===== src/rtl/pid_mult_scheduler.sv =====
// pid_mult_scheduler: one shared iterative shift-and-add multiplier, time-multiplexed between the
// three PID gain terms (requester 0 = P, 1 = I, 2 = D) with round-robin arbitration.
//
// Ports:
//   clk          system clock, all state updates on the rising edge
//   rst          synchronous, active-high reset
//   req[2:0]     per-requester request level
//   a0..a2       per-requester multiplicand
//   b0..b2       per-requester multiplier
//   busy         high whenever the FSM is not idle
//   grant[2:0]   one-hot owner, held from the latch edge through the done cycle
//   done[2:0]    one-hot, one-cycle pulse to the owner when product is valid
//   product      saturated unsigned product, held until the next done
//   ovf          saturation flag, held with product
module pid_mult_scheduler #(
  parameter int unsigned WIDTH = 6
) (
  input  logic             clk,
  input  logic             rst,
  input  logic [2:0]       req,
  input  logic [WIDTH-1:0] a0,
  input  logic [WIDTH-1:0] b0,
  input  logic [WIDTH-1:0] a1,
  input  logic [WIDTH-1:0] b1,
  input  logic [WIDTH-1:0] a2,
  input  logic [WIDTH-1:0] b2,
  output logic             busy,
  output logic [2:0]       grant,
  output logic [2:0]       done,
  output logic [WIDTH-1:0] product,
  output logic             ovf
);

  localparam int unsigned CntW = (WIDTH > 1) ? $clog2(WIDTH) : 1;

  typedef enum logic [1:0] {StIdle, StIter, StDone} state_e;

  state_e               state_q;
  logic [1:0]           ptr_q;
  logic [1:0]           owner_q;
  logic [CntW-1:0]      cnt_q;
  logic [WIDTH-1:0]     a_q;
  logic [WIDTH-1:0]     b_q;
  logic [2*WIDTH-1:0]   acc_q;
  logic [2:0]           grant_q;
  logic [2:0]           done_q;
  logic [WIDTH-1:0]     product_q;
  logic                 ovf_q;

  // Round-robin pick: lowest offset from the pointer wins.
  logic             pick_valid;
  logic [1:0]       pick_idx;
  logic [1:0]       cand;
  logic [WIDTH-1:0] pick_a;
  logic [WIDTH-1:0] pick_b;

  always_comb begin
    pick_valid = |req;
    pick_idx   = ptr_q;
    cand       = ptr_q;
    for (int k = 2; k >= 0; k--) begin
      cand = 2'((int'(ptr_q) + k) % 3);
      if (req[cand]) pick_idx = cand;
    end
  end

  always_comb begin
    pick_a = a2;
    pick_b = b2;
    unique case (pick_idx)
      2'd0: begin
        pick_a = a0;
        pick_b = b0;
      end
      2'd1: begin
        pick_a = a1;
        pick_b = b1;
      end
      default: begin
        pick_a = a2;
        pick_b = b2;
      end
    endcase
  end

  // One partial product per iteration, LSB of the multiplier first.
  logic [2*WIDTH-1:0] addend;
  logic [2*WIDTH-1:0] acc_next;

  always_comb begin
    addend   = b_q[cnt_q] ? ({{WIDTH{1'b0}}, a_q} << cnt_q) : '0;
    acc_next = acc_q + addend;
  end

  logic [1:0] ptr_next;
  assign ptr_next = (owner_q == 2'd2) ? 2'd0 : owner_q + 2'd1;

  always_ff @(posedge clk) begin
    if (rst) begin
      state_q   <= StIdle;
      ptr_q     <= 2'd0;
      owner_q   <= 2'd0;
      cnt_q     <= '0;
      a_q       <= '0;
      b_q       <= '0;
      acc_q     <= '0;
      grant_q   <= '0;
      done_q    <= '0;
      product_q <= '0;
      ovf_q     <= 1'b0;
    end else begin
      unique case (state_q)
        StIdle: begin
          if (pick_valid) begin
            state_q <= StIter;
            grant_q <= 3'b001 << pick_idx;
            owner_q <= pick_idx;
            a_q     <= pick_a;
            b_q     <= pick_b;
            acc_q   <= '0;
            cnt_q   <= '0;
          end
        end
        StIter: begin
          acc_q <= acc_next;
          cnt_q <= cnt_q + CntW'(1);
          if (cnt_q == CntW'(WIDTH - 1)) begin
            state_q <= StDone;
            done_q  <= grant_q;
            if (|acc_next[2*WIDTH-1:WIDTH]) begin
              product_q <= '1;
              ovf_q     <= 1'b1;
            end else begin
              product_q <= acc_next[WIDTH-1:0];
              ovf_q     <= 1'b0;
            end
          end
        end
        StDone: begin
          state_q <= StIdle;
          done_q  <= '0;
          grant_q <= '0;
          ptr_q   <= ptr_next;
        end
        default: state_q <= StIdle;
      endcase
    end
  end

  assign busy    = (state_q != StIdle);
  assign grant   = grant_q;
  assign done    = done_q;
  assign product = product_q;
  assign ovf     = ovf_q;

endmodule


===== config.mk =====
export PLATFORM = sky130hd
export DESIGN_NAME = pid_mult_scheduler
export DESIGN_NICKNAME = d
export VERILOG_FILES = /design/src/rtl/pid_mult_scheduler.sv
export SDC_FILE = /design/constraint.sdc
export NUM_CORES = 1
export LEC_CHECK = 0
export CORE_MARGIN = 4
export CORE_UTILIZATION = 53
export DETAILED_ROUTE_END_ITERATION = 6
export GPL_ROUTABILITY_DRIVEN = 0
export PLACE_DENSITY = 0.83
export SLEW_MARGIN = 20
export SYNTH_ARGS = -nofsm -noshare
export SYNTH_HDL_FRONTEND = slang
export SYNTH_SLANG_ARGS = --single-unit
export TNS_END_PERCENT = 100

===== constraint.sdc =====
create_clock -name clk -period 4.3 [get_ports clk]
set_clock_uncertainty 0.15 [all_clocks]
set_input_delay 0.86 -clock clk [delete_from_list [all_inputs] [get_ports clk]]
set_output_delay 0.86 -clock clk [all_outputs]
set_load 0.03 [all_outputs]

==> metrics.cfg, run 1 <==
[status]
status = completed

[drt]
vias_per_cell = 5.67
drt-total-wl_mm = 7.05
drc = 0
num_vias = 2826
ant_nets = 0
wl_per_cell_microns = 14.2
drt-initial-drc-count = 143
firstDrtPassIters = 4

[worst_setup_path]
rr_startpoint = cnt_q[1]
crit_required_ps = 4340
startpoint = cnt_q[1]
cp_max_fo = 11
r2r_cells = 14
worstSetupStartpointType = register
arrival_ps = 3820
cp-end-kind = register
r2r-end = product[5]
crit_type = register to register
crit_path_end = product[5]
reg2reg_slack_ps = 510

[layout]
drive_above_1_share_pct = 7.04
seq_area_sq_um = 921
fillers = 498
area_delta_synth_final_pct = 20.8
design_area_sq_um = 3640
multi_input_area_sq_um = 1920
final_cell_mix = clkdlybuf4s50_1 (54), dfxtp_1 (46), nand2_1 (45)
final_common_cell = clkdlybuf4s50_1
n_antenna_cell = 0
finalNetCount = 482

[clock_tree]
cts.sinks = 46
clk_latency_ps = 310
cts_resized = 0
postCtsHoldBufs = 0
cts.clk_slew.worst_paths_ps = 90
cts_root_buffer = clkbuf_8
cts_tree = yes
cts-htree-levels = 2
cts_setup_buffers = 0
cts_buffer_depth = 2
cts_buffers = 5

[pwr]
p_leak_nw = 1.37
peakVddDrop_mv = 0.131
power_density_nw_per_um2 = 252

[floorplan]
dieArea_sq_um = 6960
rows = 27
core_area_sq_um = 5510
pin_count = 55
fp.dieH_microns = 83.4
start_util_pct = 54.7
fp.dieW_microns = 83.4

[timing]
setup_tns_ps = 0
setup_viol = 0
finalCritPeriodShare_pct = 88.0
hold_viol = 0
max_freq_ghz = 0.264
period_needed_ps = 3790
slew_headroom_pct = 40.4
rsz0062_at_grt = no
fin_hold_ws_ps = 308
worst_pin_slew_ps = 894
slew_viol_final = 0

[placement]
placed_cell_area_sq_um = 3550
place_hpwl_mm = 5.33
port_buffers = 54

[synth]
synth_area_leaders = dfxtp_1 (31%), a21oi_1 (6.8%), mux2i_1 (6.3%), ha_1 (6.2%), nand2_1 (5.6%)
synthFlopType = dfxtp_1
synth-async-reset-ratio_pct = 0
synthesis.area_sq_um = 3010
synth.yosys.seq_area_share_pct = 30.6
syn_inst = 386
synth_top_area_share_pct = 30.6
synth-edff-count = 0
synth_fp_nets = 443
post_synth.cell_area_avg_sq_um = 7.81
yosysWarnings = 0
synth-seq-cells = 46
yosysUniqueCellTypes = 53
yosysTopAreaCell = dfxtp_1

[grt]
grt_pass1_wl_mm = 12.1
grt_overflow_total = 0
antenna_found_initial = 0
grt_pass1_vias = 2676
grt_max_degree = 47
grt_usage_pct = 20.6

[job]
cap_violations = 0

[worst_hold_path]
min_path_type = register to register

-- layout make-up --
class / count / area share (%)
clock buffers: 5 / 1.89
repair buffers: 59 / 15.9
flip-flops and latches: 46 / 25.3
clock inverters: 3 / 0.688
well taps: 72 / 2.48
inverters: 11 / 1.13
multi-input cells: 302 / 52.6
-- Yosys cell counts, drive strengths merged, types with 2 or more instances --
cell    count
and2        2
nor3       10
xor2        5
o22ai       2
or3         2
mux2        3
nor2b       2
or2         3
xnor2       4
a32oi       3
a21oi      45
a21o       15
a31oi      10
nor4        2
buf         4
nand4       3
nor3b       2
o21ai      22
mux2i      19
nand2      45
nand3      18
nand3b      2
dfxtp      46
a211oi      9
clkbuf     23
ha         15
nand2b      4
nor2       43
inv        10
-- routing by layer --
metal	GRT usage, %	vias up	part of all wire (%)	wire length [microns]
li1	-	1446	-	-
met1	26.5	1299	46	3250
met2	34.3	74	48	3370
met3	4.37	7	5.2	366
met4	6.87	0	0.91	64
met5	0	-	0	0
-- worst max-delay path, cell delays in order (launching register included) --
cell and delay [ps]:
dfxtp_1 560, buf_4 240, mux2_2 330, nand2_1 80
o21ai_0 80, nor2_1 100, a211oi_1 60, ha_1 420
a21oi_4 220, o21ai_2 80, a311o_1 380, o21ai_1 130
nand3b_1 130, a2111oi_4 550, a211oi_1 140
-- where the power goes --
group | internal, mW | switching [mW]
registers | 0.443 | 0.0143
clock network | 0.117 | 0.158
logic | 0.0880 | 0.0980
-- how the worst min path moves through the flow --
stage	from	to	cells past startpoint
after CTS	b_q[5]	b_q[5]	2
final	b_q[5]	b_q[5]	2
after detailed placement	b_q[5]	b_q[5]	2
after floorplan	b_q[2]	b_q[2]	2
after global routing	b_q[5]	b_q[5]	2
after global placement	b_q[3]	b_q[3]	2
-- through the flow --
stage / power, mW / cells / setup WS (ps) / utilization (%)
floorplan: 0.584 / 386 / 581 / -
global placement: 0.647 / 490 / 663 / 64.4
detailed placement: 0.652 / 490 / 559 / 64.4
CTS: 0.922 / 498 / 526 / 66.1
global route: 0.965 / 498 / 283 / 66.1
finish: 0.919 / 498 / 514 / 66.1
-- cell families after synthesis --
logic type	Yosys count	share of synthesized area [%]
buffers and inverters	38	5.89
AO/OA/AOI/OAI	115	25.0
adder cells (fa/ha/maj)	16	6.89
AND/OR/NAND/NOR	139	20.8
flip-flops	46	30.6
XOR/XNOR	9	2.62
multiplexers	23	8.18
-- flip-flops by register name, indices dropped and copies added, names as in the netlist, 3 cells and up --
signal	cells
a_q	6
acc_q	12
b_q	6
cnt_q	3
done	3
grant	3
product	6
Note: power is estimated with default switching activity, not from simulation.
==> run 2, diff against run 1 <==
- CORE_UTILIZATION: 53 -> 32
- PLACE_DENSITY: 0.83 -> 0.55
==> run 2 against run 1 <==
Compared with the run above:
- setup slack lost 28 ps
- via count shrank 1.6%
- sequential share of layout area is 0.33 points lower
- combinational power about the same
- fmax fell by 0.72%
==> metrics.cfg, run 2 (synthesized netlist as in run 1, its figures left out) <==
[drt]
firstDrtPassIters = 4  ; unchanged
routed-wl-met2_mm = 3.17  ; was 3.37 mm
dr_wl_met3_microns = 389  ; was 366 microns
num_vias = 2780  ; was 2826
ant_nets = 0  ; unchanged
drt-total-wl_mm = 7.10  ; was 7.05 mm
maxUsedRoutingLayer = met4  ; unchanged
drt-initial-drc-count = 142  ; was 143
met1Wirelength_mm = 3.50  ; was 3.25 mm
vias_per_cell = 5.17  ; was 5.67
wl_per_cell_microns = 13.2  ; was 14.2 microns
drc = 0  ; unchanged

[layout]
final_cell_mix = clkdlybuf4s50_1 (54), dfxtp_1 (46), nand2_1 (45)  ; unchanged
regMostFlops = acc_q  ; unchanged
final_common_cell = clkdlybuf4s50_1  ; unchanged
n_antenna_cell = 0  ; unchanged
drive_above_1_share_pct = 7.03  ; was 7.04%
finalNetCount = 483  ; was 482
area_delta_synth_final_pct = 22.4  ; was 20.8%
fin_cells = 538  ; was 498
largest_register_ffs = 12  ; unchanged
finish.utilization_pct = 40.1  ; was 66.1%
design_area_sq_um = 3690  ; was 3640 sq um

[pwr]
peakVddDrop_mv = 0.138  ; was 0.131 mV
swShare_pct = 28.4  ; was 29.4%
p_comb_share_pct = 20.5  ; was 20.2%
seq_power_share_pct = 50.6  ; was 49.8%
pwr-share-clk_pct = 28.9  ; was 30.0%
switchingPower_mw = 0.256  ; was 0.270 mW
total_power_mw = 0.903  ; was 0.919 mW
p_leak_nw = 1.37  ; about the same
power_density_nw_per_um2 = 245  ; was 252 nW/um^2
p_int_mw = 0.647  ; was 0.648 mW

[timing]
setup_tns_ps = 0  ; unchanged
max_freq_ghz = 0.262  ; was 0.264 GHz
rsz0062_at_grt = no  ; unchanged
slew_headroom_pct = 37.8  ; was 40.4%
hold_viol = 0  ; unchanged
worst_pin_slew_ps = 931  ; was 894 ps
slew_viol_final = 0  ; unchanged
setup_viol = 0  ; unchanged
period_needed_ps = 3810  ; was 3790 ps
fin_hold_ws_ps = 305  ; was 308 ps
finalCritPeriodShare_pct = 88.7  ; was 88.0%
setup_slack_ps = 487  ; was 514 ps

[worst_setup_path]
critical_path_cell_count = 12  ; was 14
cp-end-kind = register  ; unchanged
crit_type = register to register  ; unchanged
worst_path_largest_cell_delay_ps = 580  ; was 560 ps
crit_required_ps = 4310  ; was 4340 ps
reg2reg_slack_ps = 490  ; was 510 ps
cp_max_fo = 11  ; unchanged
critical_path.slowest_cell = a2111oi_4  ; was dfxtp_1
arrival_ps = 3830  ; was 3820 ps
critPathBufInv = 0  ; was 1
crit_chain = mux4_2 -> nand2_1 -> o31a_1 -> nor2_1 -> ha_1 -> a21oi_1 -> o21ai_2 -> a311o_1 -> o21ai_1 -> nand3b_1 -> a2111oi_4 -> a211oi_1  ; was buf_4 -> mux2_2 -> nand2_1 -> o21ai_0 -> nor2_1 -> a211oi_1 -> ha_1 -> a21oi_4 -> o21ai_2 -> a311o_1 -> o21ai_1 -> nand3b_1 -> a2111oi_4 -> a211oi_1
path_delay_family = compound AO/OA/AOI/OAI gates  ; unchanged
worstSetupStartpointType = register  ; unchanged
r2r_cells = 12  ; was 14

[floorplan]
rows = 35  ; was 27
dieArea_sq_um = 11000  ; was 6960 sq um
fp.dieH_microns = 105  ; was 83.4 microns
start_util_pct = 32.8  ; was 54.7%
fp.dieW_microns = 105  ; was 83.4 microns
core_area_sq_um = 9200  ; was 5510 sq um
pin_count = 55  ; unchanged

[clock_tree]
cts_setup_buffers = 0  ; unchanged
postCtsHoldBufs = 0  ; unchanged
clk_latency_ps = 300  ; was 310 ps
cts_resized = 0  ; unchanged
cts_buffers = 5  ; unchanged
cts.sinks = 46  ; unchanged
cts.clk_slew.worst_paths_ps = 80  ; was 90 ps
cts_tree = yes  ; unchanged
cts_buffer_depth = 2  ; unchanged
cts-htree-levels = 2  ; unchanged
cts_root_buffer = clkbuf_8  ; unchanged

[worst_hold_path]
hold-path-cell-count = 2  ; unchanged
min_path_type = register to register  ; unchanged

[placement]
place_hpwl_mm = 5.35  ; was 5.33 mm
post-place-ws_ps = 489  ; was 559 ps
dp.cells = 530  ; was 490
port_buffers = 54  ; unchanged
placed_cell_area_sq_um = 3600  ; was 3550 sq um

[grt]
grt_usage_pct = 12.8  ; was 20.6%
grt_pass1_wl_mm = 11.9  ; was 12.1 mm
antenna_found_initial = 0  ; unchanged
grt_overflow_total = 0  ; unchanged
grt_pass1_vias = 2536  ; was 2676
grt_max_degree = 47  ; unchanged

[status]
status = completed  ; unchanged

[job]
cap_violations = 0  ; unchanged

==> run 2: cell types whose count changed in the layout (fill, tap and decap cells not counted), sizes merged <==
cell and delta:
inv -1, buf +1, clkinvlp -1, clkbuf +1, clkinv +1
==> run 2: layer usage <==
metal	track usage (%)	vias to the layer above
met1	17.1	1252
met2	20.9	69
met4	3.09	0
met3	2.96	4
met5	0	-
li1	-	1455
==> run 2: final timing paths <==
| kind | startpoint | endpoint |
|---|---|---|
| hold reg to reg | b_q[2] | b_q[2] |
| setup / recovery | cnt_q[1] | product[3] |
| hold / removal | b_q[2] | b_q[2] |
| setup reg to reg | cnt_q[1] | product[3] |
==> run 2: area by class of cell <==
cell class                      instances  area, sq um
Inverter                               11         41.3
Clock buffer                            6         72.6
Multi-Input combinational cell        302         1920
Clock inverter                          2         13.8
Tap cell                              111          139
Fill cell                             969         5510
Sequential cell                        46          921
Timing Repair Buffer                   60          586
==> run 2: power by group through the flow <==
stage               Clock (mW)  Sequential, mW  Combinational (mW)
floorplan                    0           0.465               0.119
global placement             0           0.467               0.186
detailed placement           0           0.467               0.187
CTS                      0.273           0.457               0.188
global route             0.289           0.460               0.207
finish                   0.261           0.457               0.185
==> run 2: tightest hold or removal path, stage by stage, from the launching register on <==
cell,delay [ps]
dfxtp_1,310
nand2_1,50
a21oi_1,50
==> run 3, diff against run 2 <==
- GPL_TIMING_DRIVEN: default -> 0
- HOLD_SLACK_MARGIN: default -> 0.06
==> run 3 against run 2 <==
Compared with the run above:
- total power grew 3.7%
- critical path type unchanged
- highest routed layer unchanged
- via count grew 4.7%
- die area is the same
- register-to-register slack lost 200 ps
- combinational power grew 7%
==> metrics.cfg, run 3 (synthesized netlist as in run 1, its figures left out) <==
[worst_setup_path]
crit_chain = clkbuf_2 -> mux4_2 -> nand2_1 -> o31a_1 -> a211oi_1 -> ha_1 -> buf_6 -> a21oi_4 -> o21ai_2 -> a311o_1 -> o21ai_1 -> nand3b_1 -> a2111oi_4 -> a211oi_1  ; was mux4_2 -> nand2_1 -> o31a_1 -> nor2_1 -> ha_1 -> a21oi_1 -> o21ai_2 -> a311o_1 -> o21ai_1 -> nand3b_1 -> a2111oi_4 -> a211oi_1
cp-end-kind = register  ; unchanged
crit_type = register to register  ; unchanged
crit_top_cell = a211oi_1
cp_max_fo = 8  ; was 11
crit_required_ps = 4330  ; was 4310 ps
arrival_ps = 4050  ; was 3830 ps
critical_path.slowest_cell = a2111oi_4  ; unchanged
worst_path_largest_cell_delay_ps = 580  ; about the same
worstSetupStartpointType = register  ; unchanged

[drt]
ant_nets = 0  ; unchanged
drc = 0  ; unchanged
drt-initial-drc-count = 134  ; was 142
num_vias = 2911  ; was 2780
wl_per_cell_microns = 14.4  ; was 13.2 microns
firstDrtPassIters = 5  ; was 4
drt-total-wl_mm = 8.03  ; was 7.10 mm
vias_per_cell = 5.22  ; was 5.17

[pwr]
peakVddDrop_mv = 0.126  ; was 0.138 mV
p_leak_nw = 1.40  ; was 1.37 nW
power_density_nw_per_um2 = 248  ; was 245 nW/um^2

[clock_tree]
cts.clk_slew.worst_paths_ps = 100  ; was 80 ps
cts_setup_buffers = 0  ; unchanged
cts_buffer_depth = 2  ; unchanged
clk_latency_ps = 310  ; was 300 ps
cts.sinks = 46  ; unchanged
cts-htree-levels = 2  ; unchanged
cts_root_buffer = clkbuf_8  ; unchanged
cts_buffers = 5  ; unchanged
cts_tree = yes  ; unchanged
postCtsHoldBufs = 0  ; unchanged

[timing]
hold_viol = 0  ; unchanged
slew_viol_final = 0  ; unchanged
period_needed_ps = 4020  ; was 3810 ps
setup_viol = 0  ; unchanged
fin_hold_ws_ps = 311  ; was 305 ps
finalCritPeriodShare_pct = 93.4  ; was 88.7%
rsz0062_at_grt = no  ; unchanged
slew_headroom_pct = 59.5  ; was 37.8%
worst_pin_slew_ps = 608  ; was 931 ps
setup_tns_ps = 0  ; unchanged
max_freq_ghz = 0.249  ; was 0.262 GHz

[layout]
multi_input_area_sq_um = 1920  ; unchanged
regMostFlops = acc_q  ; unchanged
n_antenna_cell = 0  ; unchanged
seq_area_sq_um = 921  ; unchanged
fillers = 992  ; was 969
fin_cells = 558  ; was 538
largest_register_ffs = 12  ; unchanged
final_cell_mix = clkdlybuf4s50_1 (53), dfxtp_1 (46), nand2_1 (45)  ; was clkdlybuf4s50_1 (54), dfxtp_1 (46), nand2_1 (45)
design_area_sq_um = 3780  ; was 3690 sq um
final_common_cell = clkdlybuf4s50_1  ; unchanged
drive_above_1_share_pct = 7.38  ; was 7.03%
area_delta_synth_final_pct = 25.4  ; was 22.4%
finalNetCount = 503  ; was 483

[floorplan]
start_util_pct = 32.8  ; unchanged
rows = 35  ; unchanged
core_area_sq_um = 9200  ; unchanged
dieArea_sq_um = 11000  ; unchanged
fp.dieW_microns = 105  ; unchanged
fp.dieH_microns = 105  ; unchanged
pin_count = 55  ; unchanged

[placement]
port_buffers = 53  ; was 54
dp.cells = 550  ; was 530
place_hpwl_mm = 6.34  ; was 5.35 mm
placed_cell_area_sq_um = 3680  ; was 3600 sq um

[grt]
grt_pass1_vias = 2742  ; was 2536
grt_overflow_total = 0  ; unchanged
grt_usage_pct = 14.8  ; was 12.8%
grt_max_degree = 17  ; was 47
antenna_found_initial = 0  ; unchanged
grt_pass1_wl_mm = 13.4  ; was 11.9 mm

[status]
status = completed  ; unchanged

[job]
cap_violations = 0  ; unchanged

[worst_hold_path]
min_path_type = register to register  ; unchanged

==> run 3: final timing paths <==
path,from,endpoint,slack (ps),depth (start not counted)
max,cnt_q[0],product[5],280,14
min,b_q[3],b_q[3],310,2
max reg2reg,cnt_q[0],product[5],280,14
min reg2reg,b_q[3],b_q[3],310,2
==> run 3: final cells by class <==
type                    instances  area share [%]
flip-flops and latches         46            24.4
inverters                      11            1.09
plain buffers                  27            3.64
multi-input cells             302            50.7
clock inverters                 3           0.662
well taps                     111            3.68
clock buffers                   5            1.82
repair buffers                 53            14.0
==> run 3: power breakdown <==
group	internal [mW]	leakage (nW)	switching [mW]
Combinational	0.0913	0.985	0.107
Clock	0.118	0.0447	0.164
Sequential	0.443	0.374	0.0132
Total	0.652	1.40	0.285
==> run 3: repair_timing <==
action / CTS / global route
setup endpoints to repair: 0 / 7
resized for setup: 0 / 2
hold endpoints to repair: 0 / 0
==> run 3: critical path: cells and delay by family, from the launching register on <==
family | cells | cell delay (ps)
compound gates | 8 | 1820
flops | 1 | 380
buf+inv | 2 | 390
simple gates | 2 | 290
fa+ha+maj | 1 | 310
mux | 1 | 530
==> run 3: metrics by stage <==
stage	setup WS, ps	utilization [%]	power, mW
after floorplan	581	-	0.584
after global placement	133	40.1	0.664
after detailed placement	132	40.1	0.665
after CTS	105	41.1	0.949
after global routing	3.05	41.1	0.991
final	284	41.1	0.936
==> run 3: metal layers <==
metal	up-vias	GRT usage (%)	wire length (microns)
li1	1493	-	-
met1	1335	20.2	3900
met2	76	23.3	3560
met3	7	3.09	447
met4	0	4.78	122
met5	-	0	0
